<file path="src/rtl/ps2_device_tx.sv">
// Device-side PS/2 transmitter: queues scan-code bytes in a small FIFO and
// serialises each one as an 11-bit keyboard-style frame on ps2_clk/ps2_data.
module ps2_device_tx #(
  parameter int HALF_PERIOD = 2000,
  parameter int GAP_CYCLES  = 4000,
  parameter int DEPTH       = 8
) (
  input  logic                       clk,
  input  logic                       resetn,
  input  logic [7:0]                 in_data,
  input  logic                       in_valid,
  output logic                       in_ready,
  input  logic                       host_inhibit,
  output logic                       ps2_clk,
  output logic                       ps2_data,
  output logic                       busy,
  output logic [$clog2(DEPTH):0]     fifo_count
);

  localparam int AW = $clog2(DEPTH);
  localparam int CW = AW + 1;
  localparam int DW = $clog2(HALF_PERIOD);
  localparam int GW = $clog2(GAP_CYCLES + 1);

  localparam logic [AW-1:0] PTR_ONE  = AW'(1);
  localparam logic [CW-1:0] CNT_ONE  = CW'(1);
  localparam logic [CW-1:0] CNT_FULL = CW'(DEPTH);
  localparam logic [DW-1:0] DIV_ONE  = DW'(1);
  localparam logic [DW-1:0] DIV_LAST = DW'(HALF_PERIOD - 1);
  localparam logic [GW-1:0] GAP_ONE  = GW'(1);
  localparam logic [GW-1:0] GAP_LAST = GW'(GAP_CYCLES - 1);

  typedef enum logic [2:0] {
    ST_IDLE  = 3'd0,
    ST_HIGH  = 3'd1,
    ST_LOW   = 3'd2,
    ST_GAP   = 3'd3,
    ST_ABORT = 3'd4
  } state_t;

  function automatic logic odd_parity(input logic [7:0] d);
    return ~^d;
  endfunction

  function automatic logic [10:0] build_frame(input logic [7:0] d);
    return {1'b1, odd_parity(d), d, 1'b0};
  endfunction

  state_t        state_r;
  logic [7:0]    mem_r [DEPTH];
  logic [AW-1:0] wr_ptr_r;
  logic [AW-1:0] rd_ptr_r;
  logic [CW-1:0] count_r;
  logic [10:0]   frame_r;
  logic [3:0]    bit_cnt_r;
  logic [DW-1:0] div_cnt_r;
  logic [GW-1:0] gap_cnt_r;
  logic          retx_r;
  logic          ps2_clk_r;
  logic          ps2_data_r;

  logic          fifo_empty_s;
  logic          fifo_full_s;
  logic          gap_done_s;
  logic          pop_s;
  logic          push_s;
  logic [7:0]    head_s;

  assign fifo_empty_s = (count_r == {CW{1'b0}});
  assign fifo_full_s  = (count_r == CNT_FULL);
  assign gap_done_s   = (state_r == ST_GAP) && !host_inhibit && (gap_cnt_r == GAP_LAST);
  assign head_s       = mem_r[rd_ptr_r];

  // A new frame may start straight out of IDLE or at the end of a clean gap.
  assign pop_s = !fifo_empty_s &&
                 (((state_r == ST_IDLE) && !host_inhibit) || (gap_done_s && !retx_r));
  // A slot freed by a same-cycle pop can be refilled at once.
  assign in_ready = !fifo_full_s || pop_s;
  assign push_s   = in_valid && in_ready;

  assign fifo_count = count_r;
  assign ps2_clk    = ps2_clk_r;
  assign ps2_data   = ps2_data_r;
  assign busy       = (state_r != ST_IDLE) || !fifo_empty_s;

  // FIFO storage, pointers and occupancy.
  always_ff @(posedge clk) begin
    if (!resetn) begin
      wr_ptr_r <= '0;
      rd_ptr_r <= '0;
      count_r  <= '0;
    end else begin
      if (push_s) begin
        mem_r[wr_ptr_r] <= in_data;
        wr_ptr_r        <= wr_ptr_r + PTR_ONE;
      end
      if (pop_s) begin
        rd_ptr_r <= rd_ptr_r + PTR_ONE;
      end
      if (push_s && !pop_s) begin
        count_r <= count_r + CNT_ONE;
      end else if (!push_s && pop_s) begin
        count_r <= count_r - CNT_ONE;
      end
    end
  end

  // Frame sequencer with registered bus outputs.
  always_ff @(posedge clk) begin
    if (!resetn) begin
      state_r    <= ST_IDLE;
      frame_r    <= '0;
      bit_cnt_r  <= '0;
      div_cnt_r  <= '0;
      gap_cnt_r  <= '0;
      retx_r     <= 1'b0;
      ps2_clk_r  <= 1'b1;
      ps2_data_r <= 1'b1;
    end else begin
      case (state_r)
        ST_IDLE: begin
          ps2_clk_r <= 1'b1;
          if (pop_s) begin
            frame_r    <= build_frame(head_s);
            bit_cnt_r  <= '0;
            div_cnt_r  <= '0;
            ps2_data_r <= 1'b0;
            state_r    <= ST_HIGH;
          end else begin
            ps2_data_r <= 1'b1;
          end
        end
        ST_HIGH: begin
          if (host_inhibit) begin
            retx_r     <= 1'b1;
            ps2_clk_r  <= 1'b1;
            ps2_data_r <= 1'b1;
            state_r    <= ST_ABORT;
          end else if (div_cnt_r == DIV_LAST) begin
            div_cnt_r <= '0;
            ps2_clk_r <= 1'b0;
            state_r   <= ST_LOW;
          end else begin
            div_cnt_r <= div_cnt_r + DIV_ONE;
          end
        end
        ST_LOW: begin
          // The stop bit completing wins over a same-cycle inhibit.
          if ((div_cnt_r == DIV_LAST) && (bit_cnt_r == 4'd10)) begin
            gap_cnt_r  <= '0;
            retx_r     <= 1'b0;
            ps2_clk_r  <= 1'b1;
            ps2_data_r <= 1'b1;
            state_r    <= ST_GAP;
          end else if (host_inhibit) begin
            retx_r     <= 1'b1;
            ps2_clk_r  <= 1'b1;
            ps2_data_r <= 1'b1;
            state_r    <= ST_ABORT;
          end else if (div_cnt_r == DIV_LAST) begin
            div_cnt_r  <= '0;
            bit_cnt_r  <= bit_cnt_r + 4'd1;
            ps2_clk_r  <= 1'b1;
            ps2_data_r <= frame_r[bit_cnt_r + 4'd1];
            state_r    <= ST_HIGH;
          end else begin
            div_cnt_r <= div_cnt_r + DIV_ONE;
          end
        end
        ST_ABORT: begin
          ps2_clk_r  <= 1'b1;
          ps2_data_r <= 1'b1;
          if (!host_inhibit) begin
            gap_cnt_r <= '0;
            state_r   <= ST_GAP;
          end else begin
            state_r <= ST_ABORT;
          end
        end
        ST_GAP: begin
          ps2_clk_r <= 1'b1;
          if (host_inhibit) begin
            gap_cnt_r  <= '0;
            ps2_data_r <= 1'b1;
          end else if (gap_cnt_r == GAP_LAST) begin
            bit_cnt_r <= '0;
            div_cnt_r <= '0;
            if (retx_r) begin
              retx_r     <= 1'b0;
              ps2_data_r <= frame_r[0];
              state_r    <= ST_HIGH;
            end else if (pop_s) begin
              frame_r    <= build_frame(head_s);
              ps2_data_r <= 1'b0;
              state_r    <= ST_HIGH;
            end else begin
              ps2_data_r <= 1'b1;
              state_r    <= ST_IDLE;
            end
          end else begin
            gap_cnt_r  <= gap_cnt_r + GAP_ONE;
            ps2_data_r <= 1'b1;
          end
        end
        default: begin
          retx_r     <= 1'b0;
          ps2_clk_r  <= 1'b1;
          ps2_data_r <= 1'b1;
          state_r    <= ST_IDLE;
        end
      endcase
    end
  end

endmodule

</file>
<file path="config.mk">
export PLATFORM = sky130hd
export DESIGN_NAME = ps2_device_tx
export DESIGN_NICKNAME = d
export VERILOG_FILES = /design/src/rtl/ps2_device_tx.sv
export SDC_FILE = /design/constraint.sdc
export NUM_CORES = 1
export LEC_CHECK = 0
export ABC_AREA = 1
export CAP_MARGIN = 25
export CELL_PAD_IN_SITES_DETAIL_PLACEMENT = 0
export CELL_PAD_IN_SITES_GLOBAL_PLACEMENT = 1
export CORE_ASPECT_RATIO = 0.6
export CORE_UTILIZATION = 50
export CTS_CLUSTER_SIZE = 30
export DETAILED_ROUTE_END_ITERATION = 7
export GPL_TIMING_DRIVEN = 1
export PLACE_DENSITY = 0.85
export REMOVE_ABC_BUFFERS = 1
export SYNTH_ARGS = -nofsm -noshare
export SYNTH_HDL_FRONTEND = slang
export SYNTH_SLANG_ARGS = --single-unit
</file>
<file path="constraint.sdc">
create_clock -name clk -period 5.8 [get_ports clk]
set_clock_uncertainty 0.2 [all_clocks]
set_input_delay 1.74 -clock clk [delete_from_list [all_inputs] [get_ports clk]]
set_output_delay 1.74 -clock clk [all_outputs]
set_load 0.05 [all_outputs]
</file>
==> out/qor.txt, run 1 <==
status: complete, no violations
Synth top cells by count: 234 x nand2_1, 103 x inv_1, 74 x nand3_1
cell mode on critical path: nand2_1
Fillers: 1088
DRT antenna net count: 0
Post CTS Setup Buffer Count: 0
worst setup margin: 571 ps
Post-synth EDFFs: 64
f_max: 0.191 GHz
Synth Area in Adders: 0.0213
# H-tree levels: 4
RePlAce Congestion: 0.866
largest family of logic cells by synthesized area: simple AND/OR/NAND/NOR gates
clock buffer count from CTS: 17
Power Density: 472 mW/mm^2
DPL Wire Length: 10.9 mm
sequential fraction of the synthesis area: 0.489
post-synthesis cell count: 803
# rows: 31
Post-Route WL: 15.1 mm
PostCTS Resize Cnt: 0
Reg2Reg Depth: 22
drt first-iter violations: 432
Critical Path Fanout Max: 10
Max Cap Violations: 0
LEAKAGE: 3.05 nW
largest net degree at the start of global routing: 34
first-pass GRT wire length: 24.4 mm
DP Area: 0.00655 mm^2
Yosys cell types: 37
Global Route Usage Sum: 0.252
Worst Tran Pin Value: 974 ps
Worst path max stage delay: 690 ps
fin util: 0.588
die height: 88.4 um
simple-gate area share of the yosys netlist: 0.313
worst hold-check path type: register to register
clk slew on worst S/H paths: 60 ps
initial antenna violation count: 1
Area Overhead vs Synth: 14.3%
share of the clock period used by the worst path: 0.901
Synth Warn #: 0
Die Wd: 146 um
Area contributors post-synth: edfxtp_1 31%, dfxtp_1 18%, nand2_1 14%
IO Port Bufs: 19
mapped cell area: 0.00623 mm^2
Synth area leader: edfxtp_1
CTS tree: yes
DR pass1 iterations: 6
vias in the first global route: 4698
post-layout minimum cycle time: 5230 ps
worst slack, placed: 605 ps
Syn Area/Cell: 7.75 um^2
peak supply drop: 0.385 mV
Slowest-stage cell, CP: clkdlybuf4s50_1
Die Footprint: 0.0129 mm^2
Yosys top cell area share: 0.309
Top FF cell, synth: edfxtp_1
Max-slew headroom: 0.350
max-slew violations: 0
Clock Latency Late Sink: 430 ps
CTS Sinks: 120
WP buf/inv: 3
family with the most delay on the worst path: buffers and inverters
routed wire length per instance: 15.1 um
DR vias: 5271
Crit Path Class: primary input to output pin
# DRC: 0
design area: 0.00712 mm^2
multiplexer share of the synthesized area: 0
CP arrival: 3290 ps
CP endpoint kind: output pin
RSZ-0062 raised after global routing: false
core box area: 0.0121 mm^2
Yosys reg bits: 120
crit start category: primary input
Layout Nets: 844
Boundary Pins: 20
vias per cell: 5.27
share of layout cells above drive strength 1: 0.0898
Critical Path, Cell by Cell: clkdlybuf4s50_1 > inv_1 > nand2_1 > nand2_2 > nand2_4 > nand2_1 > buf_12
total gr overflow: 0
CP required: 3860 ps
ANT cells: 0
Fin. Hold Viols: 0
initial core utilization: 0.514
Final setup viols: 0
most frequent cell after synthesis: nand2_1
XOR/XNOR Fraction of Synth Area: 0.00985
post-route setup TNS: 0 ps
Hold Crit Depth: 2
Root Driver: clkbuf_16
Synth Area in Compound Gates: 0.0794
maximum clock insertion buffer count: 2
asr flop ratio synth: 0
number of hold buffers added after cts: 0
Stages on worst setup path: 7
-- cell families after synthesis --
family	count (synthesis)
simple gates	436
compound gates	91
buf+inv	139
fa+ha+maj	10
flops	120
xor+xnor	7
-- sequential cells by signal, summed over array words and instances (netlist names), named ones only --
register    cells
fifo_count      4
retx_r          1
bit_cnt_r       4
div_cnt_r      11
state_r         3
mem_r          64
ps2_data        1
rd_ptr_r        3
frame_r        10
wr_ptr_r        3
gap_cnt_r      12
ps2_clk         1
-- worst paths after layout --
kind,startpoint,end,slack (ps)
min,rd_ptr_r[2],rd_ptr_r[2],270
min reg2reg,rd_ptr_r[2],rd_ptr_r[2],270
max reg2reg,gap_cnt_r[0],fifo_count[3],2430
max,host_inhibit,in_ready,570
-- routing by layer --
| layer | vias up | track usage | routed length, um | part of all wire |
|---|---|---|---|---|
| met5 | - | 0 | 0 | 0 |
| met4 | 0 | 0.0814 | 101 | 0.0067 |
| met3 | 9 | 0.0593 | 1220 | 0.080 |
| met2 | 186 | 0.338 | 5810 | 0.38 |
| met1 | 2425 | 0.392 | 8020 | 0.53 |
| li1 | 2651 | - | - | - |
-- worst min-delay path: stages, from the launching register on --
cell and delay, ps:
dfxtp_1 310, inv_1 50, a21oi_1 60
-- cells in the final DEF (no fill, tap or decap), drive strengths merged, types with 3 or more instances in the layout --
| cell type | count |
|---|---|
| clkdlybuf4s50 | 18 |
| buf | 6 |
| edfxtp | 64 |
| nand4 | 12 |
| inv | 126 |
| a21oi | 47 |
| nor4 | 3 |
| xor2 | 6 |
| a211oi | 7 |
| ha | 9 |
| nor3 | 18 |
| nand2 | 244 |
| o21ai | 33 |
| or2 | 5 |
| nor2 | 73 |
| dfxtp | 56 |
| nand3 | 75 |
| clkbuf | 17 |
-- area by class of cell --
class,instances,area (um^2),share of cell area
clock inverter,15,141,0.0199
inverter,115,432,0.0606
clock buffer,17,425,0.0598
sequential,120,3040,0.427
tap,165,206,0.0290
multi-input combinational,544,2630,0.370
timing repair buffer,24,238,0.0334
-- through the flow --
step                      power [mW]  instances  hold slack, ps
after floorplan                 1.99        779             229
after global placement          2.31        968             243
after detailed placement        2.34        968             260
after CTS                       3.36       1000             268
after global routing            3.59       1000             294
final                           3.36       1000             266
-- power by group --
part | switching (mW) | internal, mW
Combinational | 0.864 | 0.393
Clock | 0.446 | 0.570
Sequential | 0.0915 | 0.997
Total | 1.40 | 1.96
No activity file was read; power rests on OpenSTA's default activity.
==> run 2, diff against run 1 <==
--- a/config.mk
+++ b/config.mk
@@ -11,6 +11,7 @@
 export CELL_PAD_IN_SITES_GLOBAL_PLACEMENT = 1
 export CORE_ASPECT_RATIO = 0.6
 export CORE_UTILIZATION = 50
+export CTS_CLUSTER_DIAMETER = 100
 export CTS_CLUSTER_SIZE = 30
 export DETAILED_ROUTE_END_ITERATION = 7
 export GPL_TIMING_DRIVEN = 1
==> results of run 2 <==
No change in the layout: final DEF, timing and power equal those of run 1.
